**config.mk**
```make
export PLATFORM = sky130hd
export DESIGN_NAME = control_unit
export DESIGN_NICKNAME = d
export VERILOG_FILES = /design/src/rtl/control_unit.sv
export SDC_FILE = /design/constraint.sdc
export NUM_CORES = 1
export LEC_CHECK = 0
export ABC_AREA = 1
export ABC_CLOCK_PERIOD_IN_PS = 1800
export CELL_PAD_IN_SITES_DETAIL_PLACEMENT = 2
export CELL_PAD_IN_SITES_GLOBAL_PLACEMENT = 2
export CORE_MARGIN = 2
export CORE_UTILIZATION = 24
export CTS_CLUSTER_DIAMETER = 50
export CTS_CLUSTER_SIZE = 28
export DETAILED_ROUTE_END_ITERATION = 10
export GPL_ROUTABILITY_DRIVEN = 0
export HOLD_SLACK_MARGIN = 0.03
export PLACE_DENSITY_LB_ADDON = 0.08
export SYNTH_ARGS = -nofsm -noshare
export SYNTH_HDL_FRONTEND = slang
export SYNTH_SLANG_ARGS = --single-unit
```
**constraint.sdc**
```tcl
create_clock -name CLK -period 1.8 [get_ports CLK]
set_input_delay 0.45 -clock CLK [delete_from_list [all_inputs] [get_ports CLK]]
set_output_delay 0.45 -clock CLK [all_outputs]
set_load 0.05 [all_outputs]
```
**src/rtl/control_unit.sv**
```systemverilog
// rtl/control_unit.sv - multi-cycle FSM that sequences the DATA_PATH via the CTRL word and memory strobes
module control_unit (
    input  logic        CLK,
    input  logic        RST,
    input  logic [31:0] INSTRUCTION,
    input  logic        ZERO,
    input  logic        ready,
    output logic [31:0] CTRL,
    output logic        READ,
    output logic        WRITE
);
    localparam logic [5:0] OP_RTYPE = 6'h00, OP_JMP = 6'h02, OP_JAL = 6'h03, OP_BEQ = 6'h04,
                           OP_BNE = 6'h05, OP_ADDI = 6'h08, OP_SLTI = 6'h0a, OP_ANDI = 6'h0c,
                           OP_ORI = 6'h0d, OP_LUI = 6'h0f, OP_PUSH = 6'h1b, OP_POP = 6'h1c,
                           OP_MULI = 6'h1d, OP_LW = 6'h23, OP_SW = 6'h2b;
    localparam logic [5:0] FN_SLL = 6'h01, FN_SRL = 6'h02, FN_JR = 6'h08;

    typedef enum logic [4:0] {
        S_FETCH  = 5'b00001,
        S_DECODE = 5'b00010,
        S_EXE    = 5'b00100,
        S_MEM    = 5'b01000,
        S_WB     = 5'b10000
    } state_t;

    state_t      state_q, state_d;
    logic        run_q, run_d;
    logic        mem_step_q, mem_step_d;
    logic [5:0]  opcode_q, opcode_d, funct_q, funct_d;
    logic [31:0] ctrl_q, ctrl_d;
    logic        read_q, read_d, write_q, write_d;
    logic [5:0]  dec_op, dec_fn;
    logic        take_branch;
    logic        unused_instr_bits;

    assign unused_instr_bits = ^INSTRUCTION[25:6];

    // ALU operand selects and op; kept through MEM and WB so the result stays valid for writeback.
    function automatic logic [31:0] exe_ctrl(input logic [5:0] op, input logic [5:0] fn);
        logic [31:0] c;
        c = '0;
        case (op)
            OP_RTYPE: begin
                c[20:15] = fn;
                if (fn == FN_SLL || fn == FN_SRL) begin
                    c[13] = 1'b1;
                    c[11] = 1'b1;
                end else begin
                    c[14] = 1'b1;
                end
            end
            OP_ADDI, OP_LW, OP_SW: begin c[20:15] = 6'h20; c[12] = 1'b1; end
            OP_MULI:               begin c[20:15] = 6'h2c; c[12] = 1'b1; end
            OP_SLTI:               begin c[20:15] = 6'h2a; c[12] = 1'b1; end
            OP_ANDI:               c[20:15] = 6'h24;
            OP_ORI:                c[20:15] = 6'h25;
            OP_BEQ, OP_BNE:        begin c[20:15] = 6'h22; c[14] = 1'b1; end
            OP_PUSH:               begin c[20:15] = 6'h22; c[10] = 1'b1; c[13] = 1'b1; end
            OP_POP:                begin c[20:15] = 6'h20; c[10] = 1'b1; c[13] = 1'b1; end
            default: ;
        endcase
        return c;
    endfunction

    function automatic logic [31:0] wb_ctrl(input logic [5:0] op, input logic [5:0] fn);
        logic [31:0] c;
        c = '0;
        c[0] = 1'b1;
        c[1] = 1'b1;
        c[3] = 1'b1;
        case (op)
            OP_RTYPE: begin
                if (fn == FN_JR) c[1] = 1'b0;
                else begin c[7] = 1'b1; c[31] = 1'b1; c[28] = 1'b1; end
            end
            OP_ADDI, OP_MULI, OP_SLTI, OP_ANDI, OP_ORI: begin
                c[7] = 1'b1; c[31] = 1'b1; c[29] = 1'b1; c[28] = 1'b1;
            end
            OP_LW:   begin c[7] = 1'b1; c[31] = 1'b1; c[29] = 1'b1; c[28] = 1'b1; c[26] = 1'b1; end
            OP_LUI:  begin c[7] = 1'b1; c[31] = 1'b1; c[29] = 1'b1; c[28] = 1'b1; c[27] = 1'b1; end
            OP_JMP:  c[3] = 1'b0;
            OP_JAL:  begin c[3] = 1'b0; c[7] = 1'b1; c[30] = 1'b1; end
            OP_POP:  begin c[7] = 1'b1; c[28] = 1'b1; c[26] = 1'b1; end
            OP_PUSH: c[9] = 1'b1;
            default: ;
        endcase
        return c;
    endfunction

    always_comb begin
        state_d    = state_q;
        run_d      = 1'b1;
        mem_step_d = 1'b0;
        opcode_d   = opcode_q;
        funct_d    = funct_q;
        ctrl_d     = '0;
        read_d     = 1'b0;
        write_d    = 1'b0;
        if (state_q == S_DECODE) begin
            dec_op = INSTRUCTION[31:26];
            dec_fn = INSTRUCTION[5:0];
        end else begin
            dec_op = opcode_q;
            dec_fn = funct_q;
        end

        // First edge after reset release only enters FETCH; sequencing starts from there.
        if (!run_q) begin
            state_d = S_FETCH;
        end else begin
            case (state_q)
                S_FETCH:  state_d = S_DECODE;
                S_DECODE: begin
                    state_d  = S_EXE;
                    opcode_d = dec_op;
                    funct_d  = dec_fn;
                end
                S_EXE:    if (ready) state_d = S_MEM;
                S_MEM: begin
                    if (dec_op == OP_POP && !mem_step_q) mem_step_d = 1'b1;
                    else                                 state_d = S_WB;
                end
                S_WB:     state_d = S_FETCH;
                default:  state_d = S_FETCH;
            endcase
        end

        case (state_d)
            S_FETCH: begin
                ctrl_d[22] = 1'b1;
                ctrl_d[4]  = 1'b1;
                read_d     = 1'b1;
            end
            S_DECODE: ctrl_d[6] = 1'b1;
            S_EXE:    ctrl_d = exe_ctrl(dec_op, dec_fn);
            S_MEM: begin
                ctrl_d = exe_ctrl(dec_op, dec_fn);
                case (dec_op)
                    OP_LW: read_d = 1'b1;
                    OP_SW: write_d = 1'b1;
                    OP_PUSH: begin
                        write_d    = 1'b1;
                        ctrl_d[21] = 1'b1;
                        ctrl_d[23] = 1'b1;
                        ctrl_d[8]  = 1'b1;
                    end
                    OP_POP: begin
                        if (mem_step_d) begin
                            read_d     = 1'b1;
                            ctrl_d[21] = 1'b1;
                        end else begin
                            ctrl_d[9] = 1'b1;
                        end
                    end
                    default: ;
                endcase
            end
            S_WB:    ctrl_d = exe_ctrl(dec_op, dec_fn) | wb_ctrl(dec_op, dec_fn);
            default: ;
        endcase
    end

    always_ff @(posedge CLK or negedge RST) begin
        if (!RST) begin
            state_q    <= S_FETCH;
            run_q      <= 1'b0;
            mem_step_q <= 1'b0;
            opcode_q   <= '0;
            funct_q    <= '0;
            ctrl_q     <= '0;
            read_q     <= 1'b0;
            write_q    <= 1'b0;
        end else begin
            state_q    <= state_d;
            run_q      <= run_d;
            mem_step_q <= mem_step_d;
            opcode_q   <= opcode_d;
            funct_q    <= funct_d;
            ctrl_q     <= ctrl_d;
            read_q     <= read_d;
            write_q    <= write_d;
        end
    end

    // Branch decision follows ZERO live during WB so the datapath flag is used in that cycle.
    assign take_branch = (state_q == S_WB) &&
                         ((opcode_q == OP_BEQ && ZERO) || (opcode_q == OP_BNE && !ZERO));
    assign CTRL  = ctrl_q | {29'd0, take_branch, 2'd0};
    assign READ  = read_q;
    assign WRITE = write_q;
endmodule

```
==> impl_metrics.ini <==
[yosys]
synth_most_common_cell = nand2_1
ys_types = 31
synthArstFlopShare_pct = 100.0
ys_seq_area_share_pct = 49.01
synth_area_mm2 = 0.002454
synth_edf_count = 0
ys_ff_latch = 48
syn_inst = 304
yosysTopAreaCell = dfrtp_1
yosys_most_used_dff = dfrtp_1
synth_commonest_cells = nand2_1 (62), dfrtp_1 (47), inv_1 (41), nor2_1 (40), nand3_1 (17)
synth_top_area_share_pct = 47.93
yosysWarnings = 0
avgSynthCellArea_um2 = 8.071
synthTopCellsByArea = dfrtp_1 (48%), nand2_1 (9.5%), inv_1 (6.3%)

[grt]
antenna_found_initial = 0
first_global_vias = 2687
grt_pass1_wl_um = 13780
grt_max_degree = 49
grt.overflow.total = 0
grtUsageTotal_pct = 15.77

[sta]
fin_skew_ns = 0.01326
fmax_ghz = 0.4907
period_minus_slack_ns = 2.038
drv_slew = 0
min_period_over_period_pct = 113.2
setup_slack_ns = -0.2379
setup_viol = 31
setup_tns_ns = -4.326
rsz0062_at_grt = yes
finalHoldWorstSlack_ns = 0.1107
finalHoldViolations = 0

[finish]
layout-drive-gt1-share_pct = 47.06
area_growth_pct = 63.18
finalInstanceArea_mm2 = 0.004004
final_util_pct = 40.59
final_nets = 460
diodes = 0
fillers = 1122

[routing]
vias = 2458
post-route-drc-count = 0
routedWlPerCell_um = 15.26
drtIter0Drc = 46
firstDrtPassIters = 6
routed_wl_um = 8516
drtAntennaViolNets = 0
via_per_inst = 4.405

[place]
placed_area_mm2 = 0.003386
pre_cts_slack_ns = -0.3740
io_buffers = 46
dp_hpwl_um = 5948

[floorplan]
dieArea_mm2 = 0.01105
core_area_mm2 = 0.009864
io_pins = 70
start_util_pct = 24.87
rows = 36
fp.dieH_um = 105.1
die_x_um = 105.1

[setup_path]
cp-end-kind = output pin
cp-start-kind = input pin
path_max_fanout = 2
worstRegToRegCells = 13
cp.required_ns = 1.35
critPathArrivalTime_ns = 1.59
crit_type = in2out

[cts]
cts.htree.levels = 2
ctsHoldBuffers = 0
clk_latency_ns = 0.31
tritoncts = yes
root_buffer = clkbuf_8
cts.sinks = 48
cts_buffers = 5
clk_pin_slew_ns = 0.11
clock_path_buffers = 2

[pwr]
power.density_mw_per_mm2 = 1152
p_leak_nw = 2.082
peakVddDrop_v = 0.0004019

[min_path]
hp-class = in2async

[status]
outcome = finished, violations left
violations = negative setup slack

[run]
drv_cap = 0
path summary, 6_finish.rpt:
path,slack (ns),start,to
setup / recovery,-0.24,ZERO,CTRL[2]
hold / removal,0.11,RST,opcode_q[0]
setup reg to reg,-0.21,state_q[3],ctrl_q[15]
hold reg to reg,0.51,funct_q[2],funct_q[2]
max in group asynchronous,1.41,RST,state_q[0]
min in group CLK,0.51,funct_q[2],funct_q[2]
where the power goes:
part	switching, W	total, W	internal [W]	leakage, nW
registers	0.000111	0.00136	0.00124	0.627
clock network	0.000416	0.000835	0.000420	0.0548
logic	0.00141	0.00242	0.00101	1.40
total	0.00194	0.00461	0.00267	2.08
final cells by class:
class                      count  area (um2)  share of cell area [%]
timing repair buffer         124        1076                   26.87
sequential                    48        1202                   30.03
clock buffer                   5       68.82                   1.719
inverter                      47       196.4                   4.906
tap                          133       166.4                   4.156
clock inverter                 3       46.29                   1.156
multi-input combinational    198        1247                   31.16
cells by family after synthesis:
logic type      synth area share [%]
compound gates                 8.312
flops                          49.01
other cells                   0.3061
simple gates                   31.11
buf+inv                        11.27
sequential cells by signal (all words and copies together), names as in the netlist:
name and flops:
ctrl_q 27, opcode_q 6, run_q 1, READ 1
mem_step_q 1, state_q 5, WRITE 1, funct_q 6
layer usage:
metal / global-route usage [%] / routed length [um] / up-vias
li1: - / - / 1193
met1: 18.57 / 3617 / 1219
met3: 2.308 / 234 / 8
met5: 0 / 0 / -
met2: 30.10 / 4569 / 38
met4: 3.143 / 94 / 0
critical path: stages:
cell	delay, ns
clkdlybuf4s50_1	0.49
a2111oi_4	0.36
buf_4	0.17
buf_12	0.12
metrics by stage:
| stage | cells | total power, W |
|---|---|---|
| after floorplan | 306 | 0.002380 |
| after global placement | 529 | 0.003111 |
| after detailed placement | 529 | 0.003174 |
| after CTS | 546 | 0.004406 |
| after global routing | 558 | 0.004953 |
| final | 558 | 0.004612 |
cells in the final DEF (no fill, tap or decap), drive strengths merged:
cell,n
buf,109
nand2,71
nor2,49
inv,48
dfrtp,47
o21ai,20
nand3,19
nand4,15
clkdlybuf4s50,14
a21oi,9
clkbuf,6
conb,4
nand3b,2
nor3,2
a31oi,2
o21a,1
nor4,1
o22ai,1
a21o,1
a2111oi,1
bufinv,1
clkinvlp,1
dfstp,1
timing repair:
action                                  in CTS  in global routing
endpoints found under the setup margin      31                 33
pin swaps                                   11                  8
resized for setup                           64                 28
gates cloned                                 1                  1
buffers inserted                             8                 11
Note: power is estimated with default switching activity, not from simulation.
